File: config.mk
export PLATFORM = sky130hd
export DESIGN_NAME = spi_slave_core_flat
export DESIGN_NICKNAME = d
export VERILOG_FILES = /design/src/rtl/spi_pkg.sv /design/src/rtl/spi_slave_if.sv /design/src/rtl/spi_sync_edge.sv /design/src/rtl/spi_slave_core.sv /design/src/flat_wrapper.sv
export SDC_FILE = /design/constraint.sdc
export NUM_CORES = 1
export LEC_CHECK = 0
export BUFFER_PORTS_ARGS = -buffer_cell sky130_fd_sc_hd__buf_2
export CAP_MARGIN = 20
export CORE_ASPECT_RATIO = 1.2
export CORE_UTILIZATION = 57
export CTS_CLUSTER_SIZE = 16
export DETAILED_ROUTE_END_ITERATION = 8
export PLACE_DENSITY_LB_ADDON = 0.2
export SETUP_SLACK_MARGIN = 0.02
export SLEW_MARGIN = 20
export SYNTH_ARGS = -nofsm -noshare
export SYNTH_HDL_FRONTEND = slang
export SYNTH_SLANG_ARGS = --single-unit
File: constraint.sdc
create_clock -name PCLK -period 2.35 [get_ports PCLK]
set_clock_uncertainty 0.15 [all_clocks]
set_input_delay 0.235 -clock PCLK [delete_from_list [all_inputs] [get_ports PCLK]]
set_output_delay 0.235 -clock PCLK [all_outputs]
set_load 0.03 [all_outputs]
File: src/rtl/spi_pkg.sv
// Shared SPI definitions for the slave core and the master's mode decode.
package spi_pkg;

    localparam int unsigned DATA_WIDTH_DEF = 8;

    typedef enum logic [0:0] {
        IDLE   = 1'b0,
        ACTIVE = 1'b1
    } spi_state_e;

    // Encoded as {cpol, cpha}
    typedef enum logic [1:0] {
        MODE0 = 2'b00,
        MODE1 = 2'b01,
        MODE2 = 2'b10,
        MODE3 = 2'b11
    } spi_mode_e;

    // Transmitted when a frame starts with an empty transmit buffer
    localparam logic [63:0] UNDERRUN_FILL = '1;

    function automatic spi_mode_e spi_mode(input logic cpol, input logic cpha);
        return spi_mode_e'({cpol, cpha});
    endfunction

endpackage

File: src/rtl/spi_slave_if.sv
// Pin and register-side signal bundle of the SPI slave endpoint.
interface spi_slave_if
    import spi_pkg::*;
#(
    parameter int unsigned DATA_WIDTH = DATA_WIDTH_DEF
);
    logic                  spi_en;
    logic                  cpol;
    logic                  cpha;
    logic                  lsbfe;
    logic                  ss_n;
    logic                  sclk_in;
    logic                  mosi;
    logic                  miso;
    logic                  miso_oe;
    logic [DATA_WIDTH-1:0] tx_data;
    logic                  tx_valid;
    logic                  tx_ready;
    logic [DATA_WIDTH-1:0] rx_data;
    logic                  rx_valid;
    logic                  tx_underrun;
    logic                  frame_abort;
    logic                  busy;

    modport slave (
        input  spi_en, cpol, cpha, lsbfe, ss_n, sclk_in, mosi, tx_data, tx_valid,
        output miso, miso_oe, tx_ready, rx_data, rx_valid, tx_underrun, frame_abort, busy
    );

    modport master (
        output spi_en, cpol, cpha, lsbfe, ss_n, sclk_in, mosi, tx_data, tx_valid,
        input  miso, miso_oe, tx_ready, rx_data, rx_valid, tx_underrun, frame_abort, busy
    );

endinterface

File: src/rtl/spi_sync_edge.sv
// Synchronizer for one asynchronous input with registered rise/fall strobes;
// o_level is the registered copy, so it already shows the new level while a strobe is high.
module spi_sync_edge #(
    parameter int unsigned SYNC_STAGES = 2,
    parameter logic        RESET_VAL   = 1'b0
) (
    input  logic i_clk,
    input  logic i_rst_n,
    input  logic i_async,
    output logic o_level,
    output logic o_rise,
    output logic o_fall
);

    logic [SYNC_STAGES-1:0] r_sync;
    logic                   r_level;
    logic                   r_rise;
    logic                   r_fall;
    logic                   w_sync;

    assign w_sync = r_sync[SYNC_STAGES-1];

    always_ff @(posedge i_clk or negedge i_rst_n) begin
        if (!i_rst_n) begin
            r_sync  <= {SYNC_STAGES{RESET_VAL}};
            r_level <= RESET_VAL;
            r_rise  <= 1'b0;
            r_fall  <= 1'b0;
        end else begin
            r_sync  <= {r_sync[SYNC_STAGES-2:0], i_async};
            r_level <= w_sync;
            r_rise  <= w_sync & ~r_level;
            r_fall  <= ~w_sync & r_level;
        end
    end

    assign o_level = r_level;
    assign o_rise  = r_rise;
    assign o_fall  = r_fall;

endmodule

File: src/rtl/spi_slave_core.sv
// SPI slave endpoint: oversampled pins, rx/tx shift registers, one-entry tx buffer.
module spi_slave_core
    import spi_pkg::*;
#(
    parameter int unsigned DATA_WIDTH  = DATA_WIDTH_DEF,
    parameter int unsigned SYNC_STAGES = 2
) (
    input  logic       PCLK,
    input  logic       PRESETn,
    spi_slave_if.slave bus
);

    localparam int unsigned         CNT_W    = $clog2(DATA_WIDTH + 1);
    localparam logic [CNT_W-1:0]    LAST_BIT = CNT_W'(DATA_WIDTH - 1);
    localparam logic [DATA_WIDTH-1:0] FILL   = UNDERRUN_FILL[DATA_WIDTH-1:0];

    spi_state_e             r_state;
    spi_mode_e              r_mode;
    logic                   r_lsbfe;
    logic [CNT_W-1:0]       r_bit_cnt;
    logic [DATA_WIDTH-1:0]  r_rx_shift;
    logic [DATA_WIDTH-1:0]  r_rx_data;
    logic [DATA_WIDTH-1:0]  r_tx_shift;
    logic [DATA_WIDTH-1:0]  r_tx_buf;
    logic                   r_buf_full;
    logic                   r_rx_valid;
    logic                   r_underrun;
    logic                   r_abort;
    logic [SYNC_STAGES-1:0] r_mosi_sync;

    logic w_sclk_lvl, w_sclk_rise, w_sclk_fall;
    logic w_ss_lvl, w_ss_rise, w_ss_fall;
    logic w_cpol, w_cpha, w_active, w_mosi;
    logic w_sclk_edge, w_lead, w_trail;
    logic w_sample, w_shift, w_last, w_load, w_shift_tx, w_capture, w_partial;
    logic [DATA_WIDTH-1:0] w_rx_next;
    logic [DATA_WIDTH-1:0] w_tx_next;

    spi_sync_edge #(.SYNC_STAGES(SYNC_STAGES), .RESET_VAL(1'b0)) u_sclk_sync (
        .i_clk   (PCLK),
        .i_rst_n (PRESETn),
        .i_async (bus.sclk_in),
        .o_level (w_sclk_lvl),
        .o_rise  (w_sclk_rise),
        .o_fall  (w_sclk_fall)
    );

    spi_sync_edge #(.SYNC_STAGES(SYNC_STAGES), .RESET_VAL(1'b1)) u_ss_sync (
        .i_clk   (PCLK),
        .i_rst_n (PRESETn),
        .i_async (bus.ss_n),
        .o_level (w_ss_lvl),
        .o_rise  (w_ss_rise),
        .o_fall  (w_ss_fall)
    );

    always_ff @(posedge PCLK or negedge PRESETn) begin
        if (!PRESETn) begin
            r_mosi_sync <= '0;
        end else begin
            r_mosi_sync <= {r_mosi_sync[SYNC_STAGES-2:0], bus.mosi};
        end
    end

    assign w_mosi   = r_mosi_sync[SYNC_STAGES-1];
    assign w_cpol   = r_mode[1];
    assign w_cpha   = r_mode[0];
    assign w_active = (r_state == ACTIVE);

    // Strobes arrive with the new level, so leading means "now away from cpol"
    assign w_sclk_edge = w_sclk_rise | w_sclk_fall;
    assign w_lead      = w_sclk_edge & (w_sclk_lvl != w_cpol);
    assign w_trail     = w_sclk_edge & (w_sclk_lvl == w_cpol);
    assign w_sample    = w_active & (w_cpha ? w_trail : w_lead);
    assign w_shift     = w_active & (w_cpha ? w_lead : w_trail);
    assign w_last      = w_sample & (r_bit_cnt == LAST_BIT);

    // bit_cnt==0 on a shift edge marks a frame boundary in both phases
    assign w_load     = (~w_active & w_ss_fall & ~w_cpha) | (w_shift & (r_bit_cnt == '0));
    assign w_shift_tx = w_shift & (r_bit_cnt != '0);
    assign w_capture  = bus.tx_valid & ~r_buf_full;
    assign w_partial  = ((r_bit_cnt != '0) | w_sample) & ~w_last;

    assign w_rx_next = r_lsbfe ? {w_mosi, r_rx_shift[DATA_WIDTH-1:1]}
                               : {r_rx_shift[DATA_WIDTH-2:0], w_mosi};
    assign w_tx_next = r_lsbfe ? {1'b0, r_tx_shift[DATA_WIDTH-1:1]}
                               : {r_tx_shift[DATA_WIDTH-2:0], 1'b0};

    always_ff @(posedge PCLK or negedge PRESETn) begin
        if (!PRESETn) begin
            r_mode  <= MODE0;
            r_lsbfe <= 1'b0;
        end else if (!w_active) begin
            r_mode  <= spi_mode(bus.cpol, bus.cpha);
            r_lsbfe <= bus.lsbfe;
        end
    end

    always_ff @(posedge PCLK or negedge PRESETn) begin
        if (!PRESETn) begin
            r_state    <= IDLE;
            r_bit_cnt  <= '0;
            r_rx_shift <= '0;
            r_rx_data  <= '0;
            r_rx_valid <= 1'b0;
            r_abort    <= 1'b0;
        end else begin
            r_rx_valid <= 1'b0;
            r_abort    <= 1'b0;
            if (!bus.spi_en) begin
                r_state    <= IDLE;
                r_bit_cnt  <= '0;
                r_rx_shift <= '0;
            end else if (!w_active) begin
                if (w_ss_fall) begin
                    r_state    <= ACTIVE;
                    r_bit_cnt  <= '0;
                    r_rx_shift <= '0;
                end
            end else begin
                if (w_sample) begin
                    r_rx_shift <= w_rx_next;
                    if (w_last) begin
                        r_rx_data  <= w_rx_next;
                        r_rx_valid <= 1'b1;
                        r_bit_cnt  <= '0;
                    end else begin
                        r_bit_cnt <= r_bit_cnt + CNT_W'(1);
                    end
                end
                if (w_ss_rise) begin
                    r_state   <= IDLE;
                    r_bit_cnt <= '0;
                    r_abort   <= w_partial;
                end
            end
        end
    end

    always_ff @(posedge PCLK or negedge PRESETn) begin
        if (!PRESETn) begin
            r_tx_shift <= '0;
            r_tx_buf   <= '0;
            r_buf_full <= 1'b0;
            r_underrun <= 1'b0;
        end else begin
            r_underrun <= 1'b0;
            if (!bus.spi_en) begin
                r_tx_shift <= '0;
                r_buf_full <= 1'b0;
            end else begin
                if (w_load) begin
                    r_tx_shift <= r_buf_full ? r_tx_buf : FILL;
                    r_underrun <= ~r_buf_full;
                end else if (w_shift_tx) begin
                    r_tx_shift <= w_tx_next;
                end
                if (w_capture) begin
                    r_tx_buf <= bus.tx_data;
                end
                // A same-cycle load sees the old (empty) buffer; the new byte still lands
                r_buf_full <= w_capture | (r_buf_full & ~w_load);
            end
        end
    end

    assign bus.miso        = r_lsbfe ? r_tx_shift[0] : r_tx_shift[DATA_WIDTH-1];
    assign bus.miso_oe     = bus.spi_en & ~w_ss_lvl;
    assign bus.tx_ready    = ~r_buf_full;
    assign bus.rx_data     = r_rx_data;
    assign bus.rx_valid    = r_rx_valid;
    assign bus.tx_underrun = r_underrun;
    assign bus.frame_abort = r_abort;
    assign bus.busy        = w_active;

endmodule

File: src/flat_wrapper.sv
// flat-port wrapper written by rule: the top's interface ports become plain ports
module spi_slave_core_flat import spi_pkg::*;
#(
    parameter int unsigned DATA_WIDTH  = DATA_WIDTH_DEF,
    parameter int unsigned SYNC_STAGES = 2
)
  (PCLK, PRESETn, bus_spi_en, bus_cpol, bus_cpha, bus_lsbfe, bus_ss_n, bus_sclk_in, bus_mosi, bus_tx_data, bus_tx_valid, bus_miso, bus_miso_oe, bus_tx_ready, bus_rx_data, bus_rx_valid, bus_tx_underrun, bus_frame_abort, bus_busy);
  spi_slave_if #(.DATA_WIDTH(DATA_WIDTH)) bus_i ();
  input  logic PCLK;
  input  logic PRESETn;
  input wire logic [$bits(bus_i.spi_en)-1:0] bus_spi_en;
  input wire logic [$bits(bus_i.cpol)-1:0] bus_cpol;
  input wire logic [$bits(bus_i.cpha)-1:0] bus_cpha;
  input wire logic [$bits(bus_i.lsbfe)-1:0] bus_lsbfe;
  input wire logic [$bits(bus_i.ss_n)-1:0] bus_ss_n;
  input wire logic [$bits(bus_i.sclk_in)-1:0] bus_sclk_in;
  input wire logic [$bits(bus_i.mosi)-1:0] bus_mosi;
  input wire logic [$bits(bus_i.tx_data)-1:0] bus_tx_data;
  input wire logic [$bits(bus_i.tx_valid)-1:0] bus_tx_valid;
  output wire logic [$bits(bus_i.miso)-1:0] bus_miso;
  output wire logic [$bits(bus_i.miso_oe)-1:0] bus_miso_oe;
  output wire logic [$bits(bus_i.tx_ready)-1:0] bus_tx_ready;
  output wire logic [$bits(bus_i.rx_data)-1:0] bus_rx_data;
  output wire logic [$bits(bus_i.rx_valid)-1:0] bus_rx_valid;
  output wire logic [$bits(bus_i.tx_underrun)-1:0] bus_tx_underrun;
  output wire logic [$bits(bus_i.frame_abort)-1:0] bus_frame_abort;
  output wire logic [$bits(bus_i.busy)-1:0] bus_busy;
  assign bus_i.spi_en = bus_spi_en;
  assign bus_i.cpol = bus_cpol;
  assign bus_i.cpha = bus_cpha;
  assign bus_i.lsbfe = bus_lsbfe;
  assign bus_i.ss_n = bus_ss_n;
  assign bus_i.sclk_in = bus_sclk_in;
  assign bus_i.mosi = bus_mosi;
  assign bus_i.tx_data = bus_tx_data;
  assign bus_i.tx_valid = bus_tx_valid;
  assign bus_miso = bus_i.miso;
  assign bus_miso_oe = bus_i.miso_oe;
  assign bus_tx_ready = bus_i.tx_ready;
  assign bus_rx_data = bus_i.rx_data;
  assign bus_rx_valid = bus_i.rx_valid;
  assign bus_tx_underrun = bus_i.tx_underrun;
  assign bus_frame_abort = bus_i.frame_abort;
  assign bus_busy = bus_i.busy;
  spi_slave_core #(.DATA_WIDTH(DATA_WIDTH), .SYNC_STAGES(SYNC_STAGES)) u_core (.PCLK(PCLK), .PRESETn(PRESETn), .bus(bus_i));
endmodule
# --- Word-level counts from Yosys, hierarchy flattened ---
# Cells that the tools add are included.
totals:
  inputBits: 18
  word_cells: 98
  register_bits: 56
op_classes:
  bitwise_logic: 30
  n_eq_ne: 7
  mux: 33
  add_sub_neg: 1
  reduce_logical: 6
ops:
  columns: ["cell", "n"]
  rows:
  - ["8-bit 2-to-1 mux", 10]
  - ["4-bit 2-to-1 mux", 6]
  - ["1-bit AND", 17]
  - ["1-bit 2-to-1 mux", 17]
  - ["1-bit NOT", 9]
  - ["3-bit by 1-bit inequality test with 1-bit output (second input constant)", 2]
  - ["2-bit AND reduction", 3]
  - ["4-bit by 1-bit adder with 4-bit output (second input constant)", 1]
  - ["4-bit by 3-bit equality test with 1-bit output (second input constant)", 1]
  - ["4-bit zero test", 1]
  - ["4-bit inequality test (second input constant)", 1]
  - ["1-bit OR", 4]
  - ["4-bit AND reduction", 1]
  - ["4-bit nonzero test", 1]
  - ["3-bit inequality test (second input constant)", 1]
  - ["1-bit equality test", 1]
  - ["1-bit inequality test", 1]

# --- Depth between registers and ports, before layout ---
logic_depth:
  word_depth: 10
  depth_mapped: 6
  depth_no_buf: 6

# --- Hierarchy ---
# From an unflattened synthesis, not the netlist that was laid out.
unflattened:
  hier_cells: 197
  area_unflattened_um2: 2487.4
by_module_without_submodules:
  columns: ["mod", "cells_each", "area_per_inst_um2", "n_inst"]
  rows:
  - ["spi_slave_core", 183, 2203.4, 1]
  - ["spi_sync_edge at u_core.u_ss_sync", 7, 143.9, 1]
  - ["spi_sync_edge at u_core.u_sclk_sync", 7, 140.1, 1]

# --- Worst setup path after synthesis ---
# OpenSTA, ideal clock, no wires.
synth_path:
  path_kind: "reg-to-reg"
  start: "register u_core.r_state, in the netlist u_core.bus.busy"
  end: "register u_core.r_tx_shift[1]"
  slack_ns: 0.488
  path_stages_with_launch: 6
  arrival_ns: 1.617
  required_time_ns: 2.105
  path_cell_list: "dfrtp_1 buf_2 or3b_2 nand2_1 a211oi_1 o31ai_1"
synth_between:
  elab_chain_cells: 6
  elab_cells_between_ends: 10
  cone_classes: "eq/ne (1); mux (2); bitwise (7)"
synth_lines:
  columns: ["element", "line_no", "source"]
  rows:
  - ["from (decl)", "spi_slave_core.sv:17", "spi_state_e r_state;"]
  - ["from (signal assigned)", "spi_slave_core.sv:101", "r_state <= IDLE;"]
  - ["from (signal assigned)", "spi_slave_core.sv:111", "r_state <= IDLE;"]
  - ["from (signal assigned)", "spi_slave_core.sv:116", "r_state <= ACTIVE;"]
  - ["1-bit NOT", "spi_slave_core.sv:79", "assign w_load = (~w_active & w_ss_fall & ~w_cpha) | (w_shift & (r_bit_cnt == '0));"]
  - ["1-bit AND (2 in series)", "spi_slave_core.sv:79", null]
  - ["1-bit OR", "spi_slave_core.sv:79", null]
  - ["8-bit 2-to-1 mux", "spi_slave_core.sv:152", "if (w_load) begin"]
  - ["8-bit 2-to-1 mux", "spi_slave_core.sv:148", "if (!bus.spi_en) begin"]
  - ["to (signal assigned)", "spi_slave_core.sv:153", "r_tx_shift <= r_buf_full ? r_tx_buf : FILL;"]
  - ["to (signal assigned)", "spi_slave_core.sv:156", "r_tx_shift <= w_tx_next;"]
  - ["to (decl)", "spi_slave_core.sv:23", "logic [DATA_WIDTH-1:0] r_tx_shift;"]
# Several ways; a longest one is shown, not always the timed one.
# A chain may end at the register's enable or synchronous reset.

# --- Worst setup path in the final report ---
layout_path:
  start: "register u_core.r_lsbfe"
  end: "output bus_miso"
layout_between:
  elab_chain_cells: 1
layout_lines:
  columns: ["element", "line_no", "source"]
  rows:
  - ["from (decl)", "spi_slave_core.sv:19", "logic r_lsbfe;"]
  - ["from (signal assigned)", "spi_slave_core.sv:95", "r_lsbfe <= bus.lsbfe;"]
  - ["1-bit 2-to-1 mux", "spi_slave_core.sv:167", "assign bus.miso = r_lsbfe ? r_tx_shift[0] : r_tx_shift[DATA_WIDTH-1];"]
  - ["to (decl)", "flat_wrapper.sv:20", "output wire logic [$bits(bus_i.miso)-1:0] bus_miso;"]
# No other way between the ends.

==> impl_metrics.csv <==
group,metric,value,unit
floorplan,core_area,0.00423,mm²
detailed_routing,dr_total_vias,1687,
yosys,synth.area.top_cells,"dfrtp_1 53%, mux2_2 12%, dfstp_2 3.1%",
detailed_routing,first_pass_iters,4,
floorplan,start_util,59.3,%
layout,area.sequential,0.00141,mm²
cts,clkSinkCount,56,
placed_design,gp_congestion,0.901,
sta,grt_setup_unrepaired,"false",
global_route,antenna_found_initial,0,
yosys,synth_cells,203,
detailed_routing,ant_nets,0,
cts,root_buffer,"clkbuf_8",
yosys,syn_nets,223,
layout,multiInputGateArea,0.00106,mm²
worst_setup_path,reg2reg_slack,400,ps
worst_setup_path,crit_chain,"mux2_2 > buf_2",
detailed_routing,drt_iter0_markers,104,
yosys,netlist.area_leader.share,52.8,%
worst_setup_path,worstPathRequired,1970,ps
global_route,overflow,0,
pwr,irDropWorstVdd,427,µV
yosys,ys.flop_type,"dfrtp_1",
yosys,ys_warn_count,0,
sta,period_share,91.2,%
layout,insertedDiodeCount,0,
pwr,p_leak,0.00139,µW
cts,insertion_delay,310,ps
cts,clk_pin_slew_worst_paths,100,ps
yosys,syn-cell-area,0.00251,mm²
sta,slew_headroom,48.0,%
yosys,ys_seq_area_share,56.0,%
sta,drv_slew,0,
sta,period_needed,2140,ps
layout,final_layout_size_suffix_gt1_share,34.3,%
sta,hold_violations,0,
detailed_routing,drc_errors,0,
sta,tightest_slew,781,ps
floorplan,rows,26,
layout,areaGrowthSynthToFinish,16.5,%
global_route,grt_pass1_wl,7720,µm
placed_design,place_inst,288,
worst_setup_path,critPathArrivalTime,1760,ps
detailed_routing,routedWlPerCell,15.0,µm
detailed_routing,viasPerCell,5.55,
placed_design,dp_hpwl,3070,µm
layout,nets,267,
yosys,yosysTopAreaCell,"dfrtp_1",
yosys,synth-edff-count,0,
run,maxCapViolCount,0,
floorplan,die_area,0.00467,mm²
sta,setup_violations,0,
yosys,ys_ff_latch,56,
worst_setup_path,slowest_stage,"dfrtp_1",
hold_path,hold_class,"input port to flop",
detailed_routing,drt-total-wl,4570,µm
pwr,total_power,1940,µW
worst_setup_path,max_stage_delay,860,ps
yosys,async_reset_ff_share,100,%
worst_setup_path,crit_fanout,24,
placed_design,port_buffers,32,
floorplan,fp.dieW,62.6,µm
yosys,synth_cell_type_count,41,
global_route,track_usage,21.8,%
cts,cts_inserted_buffers,5,
cts,clock_path_buffers,2,
cts,h-tree-depth,2,
layout,final_cell_mix,"53 x dfrtp_1, 32 x buf_2, 26 x mux2_2",
cts,cts_tree,"built",
global_route,grt_pass1_vias,1635,
layout,final_common_cell,"dfrtp_1",
global_route,grt_max_degree,57,
worst_setup_path,path_class,"flop to output port",
layout,fill_cells,328,
floorplan,pin_count,33,
sta,timing.fmax,466,MHz
worst_setup_path,startpoint_type,"flop",
pwr,power_density,665,mW/mm²
sta,fin_setup_tns,0,ps
run_status,status,"complete, no violations",
worst_setup_path,end_kind,"output port",
floorplan,die_h,74.7,µm
layout,fin_cells,304,
yosys,syn-mean-instance-area,12.4,µm²
==> metrics by stage <==
stage	worst slack (ps)	util (%)	hold slack (ps)	cell area [µm²]
3_3_place_gp	464	64.6	185	2730
2_1_floorplan	488	-	-211	2510
6_report	206	69.1	4.98	2920
5_1_grt	98.7	69.1	1.70	2920
4_1_cts	202	68.6	0.786	2900
3_5_place_dp	428	64.6	185	2730
==> cells in the mapped netlist (5+ instances only) <==
| cell | instances |
|---|---|
| a21oi_1 | 5 |
| o21ai_0 | 10 |
| nor2_1 | 13 |
| nand2_1 | 14 |
| mux2_2 | 26 |
| o31ai_1 | 9 |
| nor2b_1 | 10 |
| a22o_1 | 7 |
| inv_1 | 5 |
| a211oi_1 | 6 |
| dfrtp_1 | 53 |
==> report_power, final <==
group          switching (µW)  internal, µW  total, µW
sequential               54.2          1030       1080
clock                     305           316        620
combinational             127           114        241
==> final cells by class <==
cell class	instances	share of cell area, %
Clock inverter	3	1.46
Multi-Input combinational cell	136	36.2
Sequential cell	56	48.1
Tap cell	56	2.40
Inverter	6	0.771
Timing Repair Buffer	42	8.73
Clock buffer	5	2.35
==> state kept, by name (all words and copies together) (netlist names), 2 cells and up <==
name	flops
u_core.bus.rx_data	8
u_core.r_bit_cnt	4
u_core.r_mode	2
u_core.r_mosi_sync	2
u_core.r_rx_shift	8
u_core.r_tx_buf	8
u_core.r_tx_shift	8
u_core.u_sclk_sync.r_sync	2
u_core.u_ss_sync.r_sync	2
==> path summary, 6_finish.rpt <==
check	start	endpoint	cells past startpoint
max	u_core.r_lsbfe	bus_miso	2
min in group asynchronous	PRESETn	u_core.u_sclk_sync.r_sync[1]	3
max reg2reg	u_core.r_bit_cnt[0]	u_core.bus.tx_underrun	5
max in group asynchronous	PRESETn	u_core.bus.busy	3
min reg2reg	u_core.r_mosi_sync[0]	u_core.r_mosi_sync[1]	0
min	bus_tx_data[5]	u_core.r_tx_buf[5]	2
==> timing repair <==
item / CTS / global route
gates resized for setup: 0 / 0
endpoints found under the hold margin: 58 / 2
hold buffers: 6 / 2
setup buffers: 0 / 0
==> cell families after synthesis <==
logic type                 count (synthesis)  synth area share, %
AOI/OAI and AO/OA                         46                 13.9
and+or+nand+nor                           59                 13.4
adders and majority gates                  2                0.997
buffers and inverters                     11                 1.84
muxes                                     27                 12.1
DFF                                       56                 56.0
xor gates and xnor gates                   2                 1.89
==> critical path: cells and delay by family (launching register included) <==
family	cells	cell delay (ps)
DFF	1	860
muxes	1	410
buffers and inverters	1	180
==> layer usage <==
metal	global-route usage [%]	vias up	share of wire [%]
met5	0	-	0
li1	-	823	-
met2	36.4	33	49
met3	4.55	10	3.3
met1	27.9	821	46
met4	10.1	0	1.8
(Power assumes the default switching activity.)
